## src/rtl/piece_move_scheduler.sv

```systemverilog
`default_nettype none
// ============================================================================
// Module   : piece_move_scheduler
// Purpose  : Serialises left/right/down/gravity moves of the falling piece
//            through the shared collision checker; owns the live position.
// Options  : GRAVITY_TIMER_EN - internal gravity counter replaces gravityTick
// Revision : 1.0 - initial release
// ============================================================================
module piece_move_scheduler #(
  parameter int SPAWN_X        = 6,
  parameter int Y_MAX          = 16,
  parameter int X_MAX          = 12,
  parameter int GRAVITY_PERIOD = 50000000
) (
  input  logic       Clock,
  input  logic       Resetn,
  input  logic       spawn,
  input  logic [1:0] nextBlock,
  input  logic       reqLeft,
  input  logic       reqRight,
  input  logic       reqDown,
  input  logic       gravityTick,
  input  logic       canMove,
  output logic       chkEnable,
  output logic [1:0] chkDir,
  output logic [1:0] chkBlock,
  output logic [3:0] chkX,
  output logic [4:0] chkY,
  output logic [3:0] XPOS,
  output logic [4:0] YPOS,
  output logic [1:0] currentBlock,
  output logic       pieceActive,
  output logic       moved,
  output logic       lockPiece
);

  typedef enum logic [1:0] {
    S_NOPIECE = 2'd0,
    S_IDLE    = 2'd1,
    S_CHECK   = 2'd2,
    S_EVAL    = 2'd3
  } state_t;

  // Direction codes double as the pending-bit index.
  localparam logic [1:0] c_dir_left  = 2'b00;
  localparam logic [1:0] c_dir_right = 2'b01;
  localparam logic [1:0] c_dir_down  = 2'b10;
  localparam int         c_idx_left  = 0;
  localparam int         c_idx_right = 1;
  localparam int         c_idx_down  = 2;

  localparam logic [3:0] c_spawn_x = 4'(SPAWN_X);
  localparam logic [3:0] c_x_max   = 4'(X_MAX);
  localparam logic [4:0] c_y_max   = 5'(Y_MAX);

  state_t     r_state, w_state_n;
  logic [2:0] r_pend, w_pend_n, w_pend_set, w_sel_mask;
  logic [1:0] r_sel, w_sel_n;
  logic [3:0] r_xpos, w_xpos_n;
  logic [4:0] r_ypos, w_ypos_n;
  logic [1:0] r_block, w_block_n;
  logic       r_active, w_active_n;
  logic       r_moved, w_moved_n;
  logic       r_lock, w_lock_n;
  logic       w_gravity;

`ifdef GRAVITY_TIMER_EN
  localparam int c_cnt_w = (GRAVITY_PERIOD > 1) ? $clog2(GRAVITY_PERIOD) : 1;

  logic [c_cnt_w-1:0] r_grav_cnt;
  logic               w_grav_wrap;

  assign w_grav_wrap = r_active && (r_grav_cnt == c_cnt_w'(GRAVITY_PERIOD - 1));
  assign w_gravity   = w_grav_wrap;

  always_ff @(posedge Clock or negedge Resetn) begin
    if (!Resetn) begin
      r_grav_cnt <= '0;
    end else if (spawn || w_grav_wrap) begin
      r_grav_cnt <= '0;
    end else if (r_active) begin
      r_grav_cnt <= r_grav_cnt + c_cnt_w'(1);
    end
  end
`else
  assign w_gravity = gravityTick;
`endif

  assign w_sel_mask = 3'b001 << r_sel;

  always_comb begin
    w_state_n  = r_state;
    w_pend_n   = r_pend;
    w_sel_n    = r_sel;
    w_xpos_n   = r_xpos;
    w_ypos_n   = r_ypos;
    w_block_n  = r_block;
    w_active_n = r_active;
    w_moved_n  = 1'b0;
    w_lock_n   = 1'b0;
    // Opposing left/right in one cycle cancel each other.
    w_pend_set = {w_gravity | reqDown, reqRight & ~reqLeft, reqLeft & ~reqRight};

    case (r_state)
      S_NOPIECE: begin
        w_pend_n   = '0;
        w_pend_set = '0;
      end

      S_IDLE: begin
        if (r_pend[c_idx_down]) begin
          if (r_ypos == c_y_max) begin
            w_lock_n   = 1'b1;
            w_active_n = 1'b0;
            w_pend_n   = '0;
            w_pend_set = '0;
            w_state_n  = S_NOPIECE;
          end else begin
            w_sel_n   = c_dir_down;
            w_state_n = S_CHECK;
          end
        end else if (r_pend[c_idx_left]) begin
          if (r_xpos == 4'd0) begin
            w_pend_n[c_idx_left] = 1'b0;
          end else begin
            w_sel_n   = c_dir_left;
            w_state_n = S_CHECK;
          end
        end else if (r_pend[c_idx_right]) begin
          if (r_xpos == c_x_max) begin
            w_pend_n[c_idx_right] = 1'b0;
          end else begin
            w_sel_n   = c_dir_right;
            w_state_n = S_CHECK;
          end
        end
      end

      S_CHECK: begin
        w_pend_n  = r_pend & ~w_sel_mask;
        w_state_n = S_EVAL;
      end

      S_EVAL: begin
        w_state_n = S_IDLE;
        if (canMove) begin
          w_moved_n = 1'b1;
          case (r_sel)
            c_dir_left:  w_xpos_n = r_xpos - 4'd1;
            c_dir_right: w_xpos_n = r_xpos + 4'd1;
            default:     w_ypos_n = r_ypos + 5'd1;
          endcase
        end else if (r_sel == c_dir_down) begin
          w_lock_n   = 1'b1;
          w_active_n = 1'b0;
          w_pend_n   = '0;
          w_pend_set = '0;
          w_state_n  = S_NOPIECE;
        end
      end

      default: w_state_n = S_NOPIECE;
    endcase

    w_pend_n = w_pend_n | w_pend_set;

    // Spawn wins over everything, including an in-flight check.
    if (spawn) begin
      w_state_n  = S_IDLE;
      w_xpos_n   = c_spawn_x;
      w_ypos_n   = 5'd0;
      w_block_n  = nextBlock;
      w_active_n = 1'b1;
      w_pend_n   = '0;
      w_moved_n  = 1'b0;
      w_lock_n   = 1'b0;
    end
  end

  always_ff @(posedge Clock or negedge Resetn) begin
    if (!Resetn) begin
      r_state  <= S_NOPIECE;
      r_pend   <= '0;
      r_sel    <= c_dir_left;
      r_xpos   <= c_spawn_x;
      r_ypos   <= 5'd0;
      r_block  <= 2'd0;
      r_active <= 1'b0;
      r_moved  <= 1'b0;
      r_lock   <= 1'b0;
    end else begin
      r_state  <= w_state_n;
      r_pend   <= w_pend_n;
      r_sel    <= w_sel_n;
      r_xpos   <= w_xpos_n;
      r_ypos   <= w_ypos_n;
      r_block  <= w_block_n;
      r_active <= w_active_n;
      r_moved  <= w_moved_n;
      r_lock   <= w_lock_n;
    end
  end

  assign chkEnable    = (r_state == S_CHECK);
  assign chkDir       = chkEnable ? r_sel : 2'b00;
  assign chkBlock     = r_block;
  assign chkX         = r_xpos;
  assign chkY         = r_ypos;
  assign XPOS         = r_xpos;
  assign YPOS         = r_ypos;
  assign currentBlock = r_block;
  assign pieceActive  = r_active;
  assign moved        = r_moved;
  assign lockPiece    = r_lock;

endmodule
`default_nettype wire
```

## config.mk

```make
export PLATFORM = sky130hd
export DESIGN_NAME = piece_move_scheduler
export DESIGN_NICKNAME = d
export VERILOG_FILES = /design/src/rtl/piece_move_scheduler.sv
export SDC_FILE = /design/constraint.sdc
export NUM_CORES = 1
export LEC_CHECK = 0
export BUFFER_PORTS_ARGS = -buffer_cell sky130_fd_sc_hd__buf_2
export CORE_MARGIN = 2
export CORE_UTILIZATION = 51
export DETAILED_ROUTE_END_ITERATION = 10
export PLACE_DENSITY = 0.9
export RECOVER_POWER = 50
export SYNTH_ARGS = -nofsm -noshare
export SYNTH_HDL_FRONTEND = slang
export SYNTH_SLANG_ARGS = --single-unit
```

## constraint.sdc

```tcl
create_clock -name Clock -period 2.65 [get_ports Clock]
set_input_delay 0.3975 -clock Clock [delete_from_list [all_inputs] [get_ports Clock]]
set_output_delay 0.3975 -clock Clock [all_outputs]
set_load 0.05 [all_outputs]
```

==> impl_metrics.toml <==
[status]
outcome = "finished, final reports clean"

[floorplan]
dieArea_um2 = 2990
num_rows = 18
initial_utilization_pct = 53.3
coreArea_um2 = 2450
pin_count = 38
die_h_um = 54.7
die_x_um = 54.7

[route]
finalWirelength_um = 2780
antenna_left = 0
via_per_inst = 5.86
drc = 0
vias = 1096
firstDrtPassIters = 4
dr.first_iter.drc_count = 23
wl_per_cell_um = 14.8

[sta]
max_freq_ghz = 0.483
skew_ns = 0.00376
timing.hold.ws_ns = 0.274
slew_violations = 0
period_share_pct = 78.2
maxSlewHeadroom_pct = 24.6
setup_violations = 0
hold_violations = 0
fin_setup_tns_ns = 0
rsz0062_at_grt = "no"
worst_pin_slew_ns = 1.13
fin_crit_ns = 2.07

[grt]
antenna_found_initial = 0
grt_max_degree = 22
grt_usage_pct = 20.6
grt_pass1_vias = 1020
gr-total-overflow = 0
grt_pass1_wl_um = 4400

[synth]
async_flop_share_pct = 100
ys.flop_type = "dfrtp_1"
ys_ff_latch = 21
yosys_warnings = 0
synth_area_per_cell_um2 = 9.84
ys_seq_area_share_pct = 40.3
syn_nets = 148
synthCells = 133
syn_area_um2 = 1310
synth_edf_count = 0
synth_cell_types = 50

[worst_setup_path]
crit_path_cell_trace = "nand2b_1 -> ha_1 -> a21o_1 -> a21oi_1 -> mux2i_1 -> mux2_1"
crit_start = "r_sel[1]$_DFFE_PN0P_"
cp_num_cells = 6
reg2reg_from = "r_sel[1]$_DFFE_PN0P_"
end_kind = "register"
crit_fanout = 10
worstPathRequired_ns = 2.85
cpMaxStageDelayCell = "dfrtp_1"
r2r-end = "XPOS[3]$_DFFE_PN0P_"
rr_worst_depth = 6
crit_buf_inv = 0
path_class = "register to register"
endpoint = "XPOS[3]$_DFFE_PN0P_"
crit_arrival_ns = 2.27
cp_top_family = "multiplexers"
reg2reg_slack_ns = 0.58
critPathMaxStageDelay_ns = 0.49
worstSetupStartpointType = "register"

[placement]
place.gp.congestion = 0.929
io_buffers = 37
hpwl_um = 1970

[final_layout]
syn2layout_area_growth_pct = 9.46
drive_gt1_share_pct = 24.2
final_common_cell = "buf_2"
antennaDiodeCount = 0
finalNetCount = 173
mostFrequentLayoutCells = "buf_2 (27), dfrtp_1 (19), nor2_1 (12), clkbuf_1 (11), nand2_1 (8)"

[clocking]
cts_max_level = 1
cts_setup_buffers = 0
cts.sinks = 21
tritoncts = "yes"
postCtsHoldBufs = 0
path_clk_slew_ns = 0.11
clock_latency_ns = 0.31
cts_resized = 0
cts_made_buffers = 3
cts_buffer_depth = 2
cts-root-buf = "clkbuf_4"

[power_and_ir_drop]
power.leakage_nw = 0.678
irDropWorstVdd_mv = 0.528
power_density_nw_per_um2 = 856

[worst_hold_path]
hold_class = "input pin to async pin"

[flow_run]
drv_cap = 0
-- layer usage --
layer | part of all wire, % | up-vias | GRT usage (%)
met4 | 2.2 | 0 | 10.4
met3 | 5.5 | 9 | 3.01
met1 | 43 | 523 | 25.3
li1 | - | 511 | -
met2 | 50 | 53 | 34.9
met5 | 0 | - | 0
-- worst min-delay path by stage --
| stage | start | end | slack [ns] | depth (start not counted) |
|---|---|---|---|---|
| final | Resetn | XPOS[0]$_DFFE_PN0P_ | 0.27 | 1 |
| after global placement | Resetn | XPOS[0]$_DFFE_PN0P_ | 0.38 | 1 |
| after CTS | Resetn | XPOS[0]$_DFFE_PN0P_ | 0.03 | 1 |
| after floorplan | Resetn | XPOS[0]$_DFFE_PN0P_ | 0.10 | 0 |
| after detailed placement | Resetn | XPOS[0]$_DFFE_PN0P_ | 0.38 | 1 |
| after global routing | nextBlock[0] | chkBlock[0]$_DFFE_PN0P_ | 0.32 | 2 |
-- metrics by stage --
step | worst slack, ns | instance area [um2] | std cells | total power (W) | utilization (%)
floorplan | 0.422 | 1310 | 133 | 0.000963 | -
global placement | 0.689 | 1420 | 183 | 0.00104 | 57.8
detailed placement | 0.603 | 1420 | 183 | 0.00106 | 57.8
global route | 0.471 | 1430 | 187 | 0.00131 | 58.4
finish | 0.579 | 1430 | 187 | 0.00123 | 58.4
CTS | 0.589 | 1450 | 187 | 0.00123 | 58.9
-- flip-flops by register name, indices dropped and copies added (netlist names) --
name         count
chkBlock         2
r_state          2
XPOS             4
moved            1
YPOS             5
pieceActive      1
r_pend           3
lockPiece        1
r_sel            2
-- power breakdown --
group / total (W) / switching, W / leakage, nW / internal (W)
combinational: 0.000567 / 0.000345 / 0.396 / 0.000222
sequential: 0.000504 / 0.000122 / 0.267 / 0.000382
clock: 0.000156 / 0.0000968 / 0.0150 / 0.0000589
total: 0.00123 / 0.000564 / 0.678 / 0.000662
-- final cells by class --
class	instances	area, um2
fill	227	1020
clock buffer	4	26.3
tap	30	37.5
multi-input combinational	91	653
sequential	21	528
timing repair buffer	37	173
inverter	4	15.0
-- synth_stat cells (4+ instances only) --
cell type	instances	area (um2)
a21oi_1	5	25.0
nand2_1	8	30.0
nor2_1	12	45.0
dfrtp_1	19	475
inv_1	4	15.0
ha_1	4	50.1
and2_1	4	25.0
buf_4	12	90.1
-- cell families after synthesis --
family                   synth area share (%)
AND/OR/NAND/NOR                          23.2
AO/OA/AOI/OAI                            14.0
buffers and inverters                    9.75
flip-flops                               40.3
XOR/XNOR                                 4.02
adder cells (fa/ha/maj)                  5.35
multiplexers                             3.35
Note: power is estimated with default switching activity, not from simulation.
